**src/rtl/cpu_datapath.sv**
```systemverilog
// cpu_datapath
//   Register/ALU datapath driven by a 32-bit microinstruction word (bit n = Cn).
//   Holds MAR, MBR, PC, IR, BR, ACC and the ALU flags, and drives the word
//   memory port of a 256 x DATA_W main memory.
//
// Ports
//   clk             in   clock
//   rst             in   synchronous active-high reset
//   Control_Signals in   microinstruction (C0-C2, C22-C31 unused)
//   IR_out          out  opcode register
//   ALUflags        out  {ZF, CF, OF, SF}, registered
//   mem_addr        out  MAR
//   mem_rdata       in   memory read data (combinational on mem_addr)
//   mem_wdata       out  MBR
//   mem_we          out  C11, gated low during reset
//   pc_out          out  PC (debug)
//   acc_out         out  ACC (debug)
module cpu_datapath #(
  parameter logic [7:0]  PC_RESET = 8'h00,
  parameter int unsigned DATA_W   = 16
) (
  input  logic              clk,
  input  logic              rst,
  input  logic [31:0]       Control_Signals,
  output logic [7:0]        IR_out,
  output logic [3:0]        ALUflags,
  output logic [7:0]        mem_addr,
  input  logic [DATA_W-1:0] mem_rdata,
  output logic [DATA_W-1:0] mem_wdata,
  output logic              mem_we,
  output logic [7:0]        pc_out,
  output logic [DATA_W-1:0] acc_out
);

  logic [7:0]        r_mar;
  logic [DATA_W-1:0] r_mbr;
  logic [7:0]        r_pc;
  logic [7:0]        r_ir;
  logic [DATA_W-1:0] r_br;
  logic [DATA_W-1:0] r_acc;
  logic [3:0]        r_flags;

  logic                      w_unused;
  logic [DATA_W:0]           w_sum;
  logic [DATA_W:0]           w_diff;
  logic signed [2*DATA_W-1:0] w_prod;
  logic [DATA_W-1:0]         w_quot;
  logic [DATA_W:0]           w_shl;
  logic [DATA_W:0]           w_shr;
  logic                      w_shamt_big;

  logic              w_alu_en;
  logic [DATA_W-1:0] w_res;
  logic              w_cf;
  logic              w_of;
  logic              w_zf;
  logic              w_sf;

  assign w_unused = &{Control_Signals[31:22], Control_Signals[2:0]};

  assign w_sum  = {1'b0, r_acc} + {1'b0, r_br};
  assign w_diff = {1'b0, r_acc} - {1'b0, r_br};
  assign w_prod = $signed(r_acc) * $signed(r_br);
  assign w_quot = $signed(r_acc) / $signed(r_br);

  // One extra bit beside the data catches the last bit shifted out.
  assign w_shl       = {1'b0, r_acc} << r_br[3:0];
  assign w_shr       = {r_acc, 1'b0} >> r_br[3:0];
  assign w_shamt_big = |r_br[DATA_W-1:4];

  always_comb begin
    w_alu_en = 1'b0;
    w_res    = r_acc;
    w_cf     = 1'b0;
    w_of     = 1'b0;
    if (Control_Signals[8]) begin
      w_alu_en = 1'b1;
      w_res    = '0;
    end else if (Control_Signals[9]) begin
      w_alu_en = 1'b1;
      w_res    = w_sum[DATA_W-1:0];
      w_cf     = w_sum[DATA_W];
      w_of     = (r_acc[DATA_W-1] == r_br[DATA_W-1]) &&
                 (w_sum[DATA_W-1] != r_acc[DATA_W-1]);
    end else if (Control_Signals[13]) begin
      w_alu_en = 1'b1;
      w_res    = w_diff[DATA_W-1:0];
      w_cf     = w_diff[DATA_W];
      w_of     = (r_acc[DATA_W-1] != r_br[DATA_W-1]) &&
                 (w_diff[DATA_W-1] != r_acc[DATA_W-1]);
    end else if (Control_Signals[15]) begin
      w_alu_en = 1'b1;
      w_res    = w_prod[DATA_W-1:0];
      w_of     = (w_prod[2*DATA_W-1:DATA_W] != {DATA_W{w_prod[DATA_W-1]}});
    end else if (Control_Signals[16]) begin
      w_alu_en = 1'b1;
      if (r_br == '0) begin
        w_res = r_acc;
        w_of  = 1'b1;
      end else if (r_acc == {1'b1, {(DATA_W-1){1'b0}}} && r_br == '1) begin
        // Most-negative / -1 overflows; result saturates to the dividend.
        w_res = r_acc;
        w_of  = 1'b1;
      end else begin
        w_res = w_quot;
      end
    end else if (Control_Signals[17]) begin
      w_alu_en = 1'b1;
      // Amounts of 16 or more clear the result; carry reported as 0.
      w_res    = w_shamt_big ? '0 : w_shl[DATA_W-1:0];
      w_cf     = w_shamt_big ? 1'b0 : w_shl[DATA_W];
    end else if (Control_Signals[18]) begin
      w_alu_en = 1'b1;
      w_res    = w_shamt_big ? '0 : w_shr[DATA_W:1];
      w_cf     = w_shamt_big ? 1'b0 : w_shr[0];
    end else if (Control_Signals[19]) begin
      w_alu_en = 1'b1;
      w_res    = r_acc & r_br;
    end else if (Control_Signals[20]) begin
      w_alu_en = 1'b1;
      w_res    = r_acc | r_br;
    end else if (Control_Signals[21]) begin
      w_alu_en = 1'b1;
      w_res    = ~r_br;
    end
    w_zf = (w_res == '0);
    w_sf = w_res[DATA_W-1];
  end

  always_ff @(posedge clk) begin
    if (rst) begin
      r_mar   <= PC_RESET;
      r_pc    <= PC_RESET;
      r_mbr   <= '0;
      r_ir    <= '0;
      r_br    <= '0;
      r_acc   <= '0;
      r_flags <= 4'b1000;
    end else begin
      if (Control_Signals[12])      r_mbr <= r_acc;
      else if (Control_Signals[3])  r_mbr <= mem_rdata;

      if (Control_Signals[4])       r_ir <= r_mbr[15:8];

      if (Control_Signals[10])      r_mar <= r_pc;
      else if (Control_Signals[5])  r_mar <= r_mbr[7:0];

      if (Control_Signals[14])      r_pc <= r_mbr[7:0];
      else if (Control_Signals[6])  r_pc <= r_pc + 8'd1;

      if (Control_Signals[7])       r_br <= r_mbr;

      if (w_alu_en) begin
        r_acc   <= w_res;
        r_flags <= {w_zf, w_cf, w_of, w_sf};
      end
    end
  end

  assign IR_out    = r_ir;
  assign ALUflags  = r_flags;
  assign mem_addr  = r_mar;
  assign mem_wdata = r_mbr;
  assign mem_we    = Control_Signals[11] & ~rst;
  assign pc_out    = r_pc;
  assign acc_out   = r_acc;

endmodule

```
**config.mk**
```make
export PLATFORM = sky130hd
export DESIGN_NAME = cpu_datapath
export DESIGN_NICKNAME = d
export VERILOG_FILES = /design/src/rtl/cpu_datapath.sv
export SDC_FILE = /design/constraint.sdc
export NUM_CORES = 2
export LEC_CHECK = 0
export CAP_MARGIN = 20
export CORE_MARGIN = 5
export CORE_UTILIZATION = 25
export DETAILED_ROUTE_END_ITERATION = 12
export MAX_ROUTING_LAYER = met4
export PLACE_DENSITY = 0.4
export SLEW_MARGIN = 5
export SYNTH_ARGS = -nofsm -noshare
export SYNTH_HDL_FRONTEND = slang
export SYNTH_SLANG_ARGS = --single-unit
```
**constraint.sdc**
```tcl
create_clock -name clk -period 31 [get_ports clk]
set_clock_uncertainty 0.2 [all_clocks]
set_input_delay 4.65 -clock clk [delete_from_list [all_inputs] [get_ports clk]]
set_output_delay 4.65 -clock clk [all_outputs]
set_load 0.005 [all_outputs]
```
# Yosys cells after proc, flatten, opt, wreduce, memory -nomap -nowiden
# Index checks and enable logic that the tools add are counted.
dict set report op_classes {
  add_sub_neg 3
  mul 1
  div_mod_pow 1
  n_eq_ne 7
  shifts 2
  mux 46
  bitwise 5
  n_reduce_logical 9
}
# op count
set ops {}
lappend ops {{2-to-1 mux 16 bit} 16}
lappend ops {{== test 16 bit (second input constant)} 2}
lappend ops {{logical NOT 16 bit} 2}
lappend ops {{multiplier 16 x 16 -> 32 bit} 1}
lappend ops {{2-to-1 mux 8 bit} 4}
lappend ops {{2-to-1 mux 1 bit} 26}
lappend ops {{adder 16 x 16 -> 17 bit} 1}
lappend ops {{left shift 16 x 4 -> 17 bit} 1}
lappend ops {{>> shifter 17 x 4 -> 17 bit} 1}
lappend ops {{subtractor 16 x 16 -> 17 bit} 1}
lappend ops {{AND 16 bit} 1}
lappend ops {{divider 16 x 16 -> 16 bit} 1}
lappend ops {{inequality test 16 bit} 1}
lappend ops {{NOT 16 bit} 1}
lappend ops {{bitwise OR 16 bit} 1}
lappend ops {{OR reduction 12 bit} 1}
lappend ops {{adder 8 x 1 -> 8 bit (second input constant)} 1}
lappend ops {{nonzero test 2 bit} 3}
lappend ops {{logical AND 1 bit} 3}
lappend ops {{inequality test 1 bit} 3}
lappend ops {{AND 1 bit} 1}
lappend ops {{== test 1 bit} 1}
lappend ops {{NOT 1 bit} 1}
dict set report totals {
  regBits 76
  input_bits 50
  out_inout_bits 61
  wordCells 81
}

# Longest topological paths before layout
dict set report depth {
  word_depth 12
  ltp_mapped 164
  mapped_depth_nobuf 146
}

# Worst setup path before layout
# No wires, ideal clock.
dict set report synth_timing {
  path_type {register -> register}
  startpoint {register r_br[0]}
  endpoint {register r_flags[3] (netlist: ALUflags[3])}
  setup_time_ps 101
  arrival_time_ps 32298
  required_time_ps 30699
  slack_ps -1599
  stages_incl_launch_ff 146
  n_path_buf 19
  synth_period_minus_slack_ps 32599
  cell_sequence {dfxtp_1 buf_1 buf_2 inv_1 clkbuf_1 clkbuf_1 ha_1 buf_2 or4b_4 o41ai_2 xnor2_1 and4_4 buf_6 buf_4 nand3_2 nor3_1 a21oi_1 a21oi_1 [... 110 more ...] o21ai_0 o22ai_1 inv_1 clkbuf_1 mux2_2 ha_1 a21o_1 a21oi_1 o21ai_0 a21oi_1 ha_1 and3_1 nand3_1 or4_1 a32oi_1 and3_1 nand4_1 o41ai_1}
}
dict set report synth_between {
  elab_chain_cells 12
  word_cells_on_any_way 27
  classes_between {add/sub: 2; mul: 1; div: 1; eq/ne: 1; shift: 2; mux: 14; bitwise: 3; reduce/logical: 3}
}
# item line_no
set synth_rtl {}
lappend synth_rtl {{from (decl)} 39} ;# logic [DATA_W-1:0] r_br;
lappend synth_rtl {{from (signal assigned)} 151} ;# if (Control_Signals[7]) r_br <= r_mbr;
lappend synth_rtl {{branches (longest 9 deep; another with divider 16 x 16 -> 16 bit)} --}
lappend synth_rtl {{2-to-1 mux 16 bit (*)} 79} ;# end else if (Control_Signals[9]) begin
lappend synth_rtl {{2-to-1 mux 16 bit (*)} 76} ;# if (Control_Signals[8]) begin
lappend synth_rtl {{logical NOT 16 bit (*)} 126} ;# w_zf = (w_res == '0);
lappend synth_rtl {{to (signal assigned)} 155} ;# r_flags <= {w_zf, w_cf, w_of, w_sf};
lappend synth_rtl {{to (decl)} 41} ;# logic [3:0] r_flags;
# Mark *: on every way between the ends.
# A chain may end at the register's enable or synchronous reset.

# Worst setup path in the final report
dict set report layout_timing {
  startpoint {register r_br[5]}
  endpoint {register r_flags[3] (netlist: ALUflags[3])}
}
# The elaborated chain is that of the path after synthesis.

==> impl_metrics.toml <==
[outcome]
outcome = "finished, final reports clean"

[detailed_routing]
drt-vias-per-instance = 5.16
met2_length_um = 47900
wl_met3_um = 5260
wl_met1_um = 54300
drt_drc_violations_left = 0
dr_total_vias = 25500
wl_um = 109000
top_layer = "met4"
first_iter_violations = 1944
postRouteAntennaNets = 0
first_pass_iters = 7
post_drt_wl_per_cell_um = 22.1

[synthesis]
synth_top_cell_area_share_pct = 20.9
synth-compound-area-share_pct = 20.3
ys_seq_area_share_pct = 5.94
synth-seq-cells = 75
postSynthAreaPerCell_sq_um = 7.75
synth_area_sq_um = 25300
syn-num-nets = 3846
synth_fa_ha_area_share_pct = 34.4
synth_commonest_cells = "nor2_1, inv_1, ha_1"
netlist_instances = 3259
synth_top_family_by_area = "adder cells"
synth.area.top_cells = "fa_1, ha_1, nor2_1, dfxtp_1, inv_1"
synth_xor_area_share_pct = 4.96
synth_flop_cell = "dfxtp_1"
async_flop_share_pct = 0
synth_edf_count = 0
synth_cell_types = 98
synthSimpleGateAreaFrac_pct = 19.2
synth.most_common_cell = "nor2_1"
yosys_warnings = 0
muxShareOfSynthArea_pct = 6.41
synth_top_cell_by_area = "fa_1"

[floorplanning]
coreArea_sq_um = 100000
die_w_um = 328
design.die.area_sq_um = 107000
io_pins = 111
start_util_pct = 25.2
rows = 116
die_y_um = 328

[setup_path]
arrival_ps = 29650
crit_required_ps = 31080
critPathBufInv = 19
max_stage_delay_ps = 590
start_kind = "register"
crit_path_frequent_cell = "buf_4"
cpLargestDelayFamily = "compound AO/OA/AOI/OAI gates"
worstPathMaxFanout = 14
rrSetupSlack_ps = 1430
path_class = "reg -> reg"
critPathSlowestCell = "or4_4"
cp-end-kind = "register"

[timing]
slew_violations = 0
slew_headroom_pct = 28.6
setup_viol = 0
hold_violations = 0
setup_tns_ps = 0
finalCritPeriodShare_pct = 95.4
fmax_mhz = 33.8
fin_ws_ps = 1430
tightest_slew_ps = 1070
min_period_ps = 29570

[placement]
dp_hpwl_um = 85600
post-place-ws_ps = -384
place.port_buffers = 97
gp_congestion = 0.925
dpl_cell_area_sq_um = 30300

[clocking]
cts.htree.levels = 3
root_buffer = "clkbuf_16"
clockBufferDepth = 2
insertion_delay_ps = 380
clk_pin_slew_ps = 70
ctsHoldBuffers = 0
cts_sinks = 75
cts_tree = "yes"
cts-buffers-inserted = 9

[cells_and_area]
post-route-util_pct = 31.7
finalInstanceArea_sq_um = 31700
area_delta_synth_final_pct = 25.6
drive_gt1_share_pct = 19.6
finalNetCount = 4224
num-fill-cells = 10900

[global_routing]
antenna_found_initial = 3
grt-ovfl-total = 0
grt_max_degree = 54
grt_pass1_wl_um = 163000
grtUsageTotal_pct = 20.2
grt_pass1_vias = 25000

[run]
cap_violations = 0

[min_path]
holdCritPathClass = "reg -> reg"
## layout by cell type (no fill, tap or decap), types with 15 or more instances in the layout
master / n
nor2_1: 432
buf_4: 432
inv_1: 371
fa_1: 264
ha_1: 258
nand2_1: 243
a21oi_1: 185
xnor2_1: 96
clkdlybuf4s50_1: 96
o21ai_0: 91
nor3_1: 71
dfxtp_1: 70
a211oi_1: 61
mux2i_1: 60
o21a_1: 49
nor2b_1: 47
xor2_1: 42
nand3_1: 40
a21o_1: 39
mux2_2: 37
nand4_1: 36
a31oi_1: 35
o211ai_1: 30
nand2b_1: 25
or3_1: 24
a21oi_2: 24
mux4_2: 24
o31ai_1: 22
or2_2: 21
and3_1: 18
and2_1: 15
## cells by family (layout without fill, tap and decap cells)
group / count (synthesis) / after routing
adder cells (fa/ha/maj): 537 / 537
AO/OA/AOI/OAI: 755 / 755
buffers and inverters: 570 / 953
XOR/XNOR: 143 / 143
AND/OR/NAND/NOR: 1052 / 1052
multiplexers: 127 / 127
flip-flops: 75 / 75
other: 0 / 2
## registers in the layout (all words and copies together) (netlist names)
| name | flops |
|---|---|
| mem_addr | 8 |
| ALUflags | 4 |
| IR_out | 8 |
| r_br | 16 |
| pc_out | 8 |
| mem_wdata | 16 |
| acc_out | 15 |
## per-layer routing
| layer | up-vias | track usage [%] |
|---|---|---|
| li1 | 12000 | - |
| met4 | 0 | 2.76 |
| met3 | 80 | 1.71 |
| met2 | 653 | 31.0 |
| met5 | - | - |
| met1 | 12700 | 29.9 |
## through the flow
stage               instances  hold WS (ps)
finish                   4942           303
global route             4941           345
CTS                      4902           310
detailed placement       4886           292
global placement         4885           276
floorplan                3259           248
## cell type report
cell class                 count  area (sq um)  share of cell area [%]
inverter                     390          1470                    4.63
sequential                    75          1510                    4.75
clock inverter                 6          72.6                   0.229
timing repair buffer         547          4430                    14.0
clock buffer                  10           229                   0.722
multi-input combinational   2614         22400                    70.6
tap                         1298          1620                    5.12
antenna                        2          5.00                  0.0158
## what timing repair did
item                       in CTS  in global routing
gates cloned                    0                  3
setup endpoints to repair       8                 17
pin swaps                       3                 70
resized for setup              15                162
buffers inserted                0                 35
## path summary, 6_finish.rpt
path	startpoint	to	cells after the start
worst min register to register	IR_out[0]	IR_out[0]	2
worst max-delay path	r_br[5]	ALUflags[3]	142
worst max register to register	r_br[5]	ALUflags[3]	142
worst min-delay path	IR_out[0]	IR_out[0]	2
## worst reg2reg max path: cells and delay by family, from the launching register on
kind	cells	cell delay (ps)
AND/OR/NAND/NOR	41	7950
multiplexers	4	1300
adder cells (fa/ha/maj)	16	4340
XOR/XNOR	2	300
flip-flops	1	320
buffers and inverters	19	3060
AO/OA/AOI/OAI	60	11990
Power is not shown: default switching activity piles up to over one toggle a cycle in this logic, so the estimate is an artifact.
==> patch (same flow settings) <==
Put one more register stage on the output `mem_wdata`, cleared by the reset. The value now appears one clock later. The other outputs are not delayed to match.
--- a/src/rtl/cpu_datapath.sv
+++ b/src/rtl/cpu_datapath.sv
@@ -161,5 +161,11 @@
   assign ALUflags  = r_flags;
   assign mem_addr  = r_mar;
-  assign mem_wdata = r_mbr;
+  always_ff @(posedge clk) begin
+    if (rst) begin
+      mem_wdata <= '0;
+    end else begin
+      mem_wdata <= r_mbr;
+    end
+  end
   assign mem_we    = Control_Signals[11] & ~rst;
   assign pc_out    = r_pc;
Behaviour: not the same (Yosys sat finds a counterexample within 4 cycles, from zero or initial values and one cycle with rst high).
==> patch against the unedited design <==
  * Wire length decreased by 2.0%
  * Critical path type unchanged
  * Setup slack improved by 0.43 ns
  * Sequential cell count increased by 16
  * Highest routed layer unchanged
  * Synthesized area increased by 2.9%
  * Largest cell class unchanged
  * Final area decreased by 1.8%
Power is not shown: default switching activity piles up to over one toggle a cycle in this logic, so the estimate is an artifact.
==> patch: results (changes against the unedited design) <==
Nets 4,136 (-2.1%); post-DP HPWL 85,490 um (-0.10%); most common library cells after synthesis nor2_1 (444), inv_1 (395), ha_1 (273), fa_1 (264), nand2_1 (239); GPL Wtd Cong 0.9780 (+5.8%); Pre-Repair DR Iteration Count 5 (-2); CP max FO 12 (-2); layout cells sized above 1 0.1531 (-0.04325); Mapped Cells 3,309 (+1.5%); largest net degree at the start of global routing 72 (+33%); Yosys cell types 107 (+9.2%); Synth Area in Adders 0.3347 (-0.009798); non-filler cells, final 4,939 (-0.061%); hold_sp ALUflags[2]; status finished clean; Worst Path Arrival 29.25 ns (-0.40 ns); mux share of post-synthesis cell area 0.06699 (+0.002893); first-pass GRT wire length 161,200 um (-0.93%); top post-synthesis cells by area fa_1 (20%), ha_1 (13%), dfxtp_1 (7.0%), nor2_1 (6.4%), inv_1 (5.7%); ys async rst share 0 (unchanged); vias in the first global route 24,620 (-1.7%); wire per inst 21.66 um (-1.9%); Total Routing Usage GR 0.1938 (-0.008621); CP Launch Point r_br[0]; sequential area share after synthesis 0.07007 (+0.01063); initial antenna violation count 9 (+6); Post-Synth XOR/XNOR Area 0.05453 (+0.004942); syn_nets 3,896 (+1.3%); Clock Latency Late Sink 0.40 ns (+0.02 ns); worst rel slew slack 0.2866 (+0.0006560); initial drt markers 1,637 (-16%); Compound-Gate Fraction of Synth Area 0.1973 (-0.005825)
-- patch: path summary, 6_finish.rpt --
check	end	cells past startpoint	slack (ns)
worst max-delay path	ALUflags[3]	140	1.86
worst max register to register	ALUflags[3]	140	1.86
worst min register to register	ALUflags[2]	2	0.30
worst min-delay path	ALUflags[2]	2	0.30
-- patch: metrics by stage --
stage               cell area (um^2)  setup slack (ns)  setup TNS (ns)
floorplan                      26000            0.1626               0
global route                   31150          -0.09666         -0.1309
detailed placement             30170           -0.3460          -1.053
CTS                            30520           0.01720               0
global placement               30170           -0.4347          -1.338
finish                         31150             1.859               0
-- patch: tightest hold or removal path, cell delays in order, from the launching register on --
cell and delay (ns):
dfxtp_1 0.34, nand2_1 0.06, a21oi_1 0.05
-- patch: logic make-up (layout without fill, tap and decap cells) --
group / Yosys count / after routing
XOR/XNOR: 161 / 161
buffers and inverters: 594 / 839
AND/OR/NAND/NOR: 1041 / 1041
flip-flops: 91 / 91
other: 0 / 5
multiplexers: 138 / 138
AO/OA/AOI/OAI: 747 / 747
adder cells (fa/ha/maj): 537 / 537
-- patch: layer usage --
| metal | routed length (um) | global-route usage | part of all wire |
|---|---|---|---|
| met5 | 0 | - | 0 |
| met4 | 2144 | 0.03638 | 0.020 |
| met3 | 5285 | 0.02702 | 0.049 |
| met2 | 47850 | 0.2993 | 0.45 |
| met1 | 51710 | 0.2734 | 0.48 |
-- patch: repair_timing --
action / 4_1_cts / 5_1_grt
resized for setup: 7 / 79
setup buffers: 0 / 23
setup endpoints to repair: 8 / 17
pin swaps: 0 / 13
-- patch: layout make-up --
class,instances,area (um^2)
clock buffer,9,225.2
antenna,5,12.51
multi-input combinational,2624,22270
timing repair buffer,417,3475
fill,11300,72200
clock inverter,7,88.84
sequential,91,1827
tap,1380,1727
inverter,406,1528
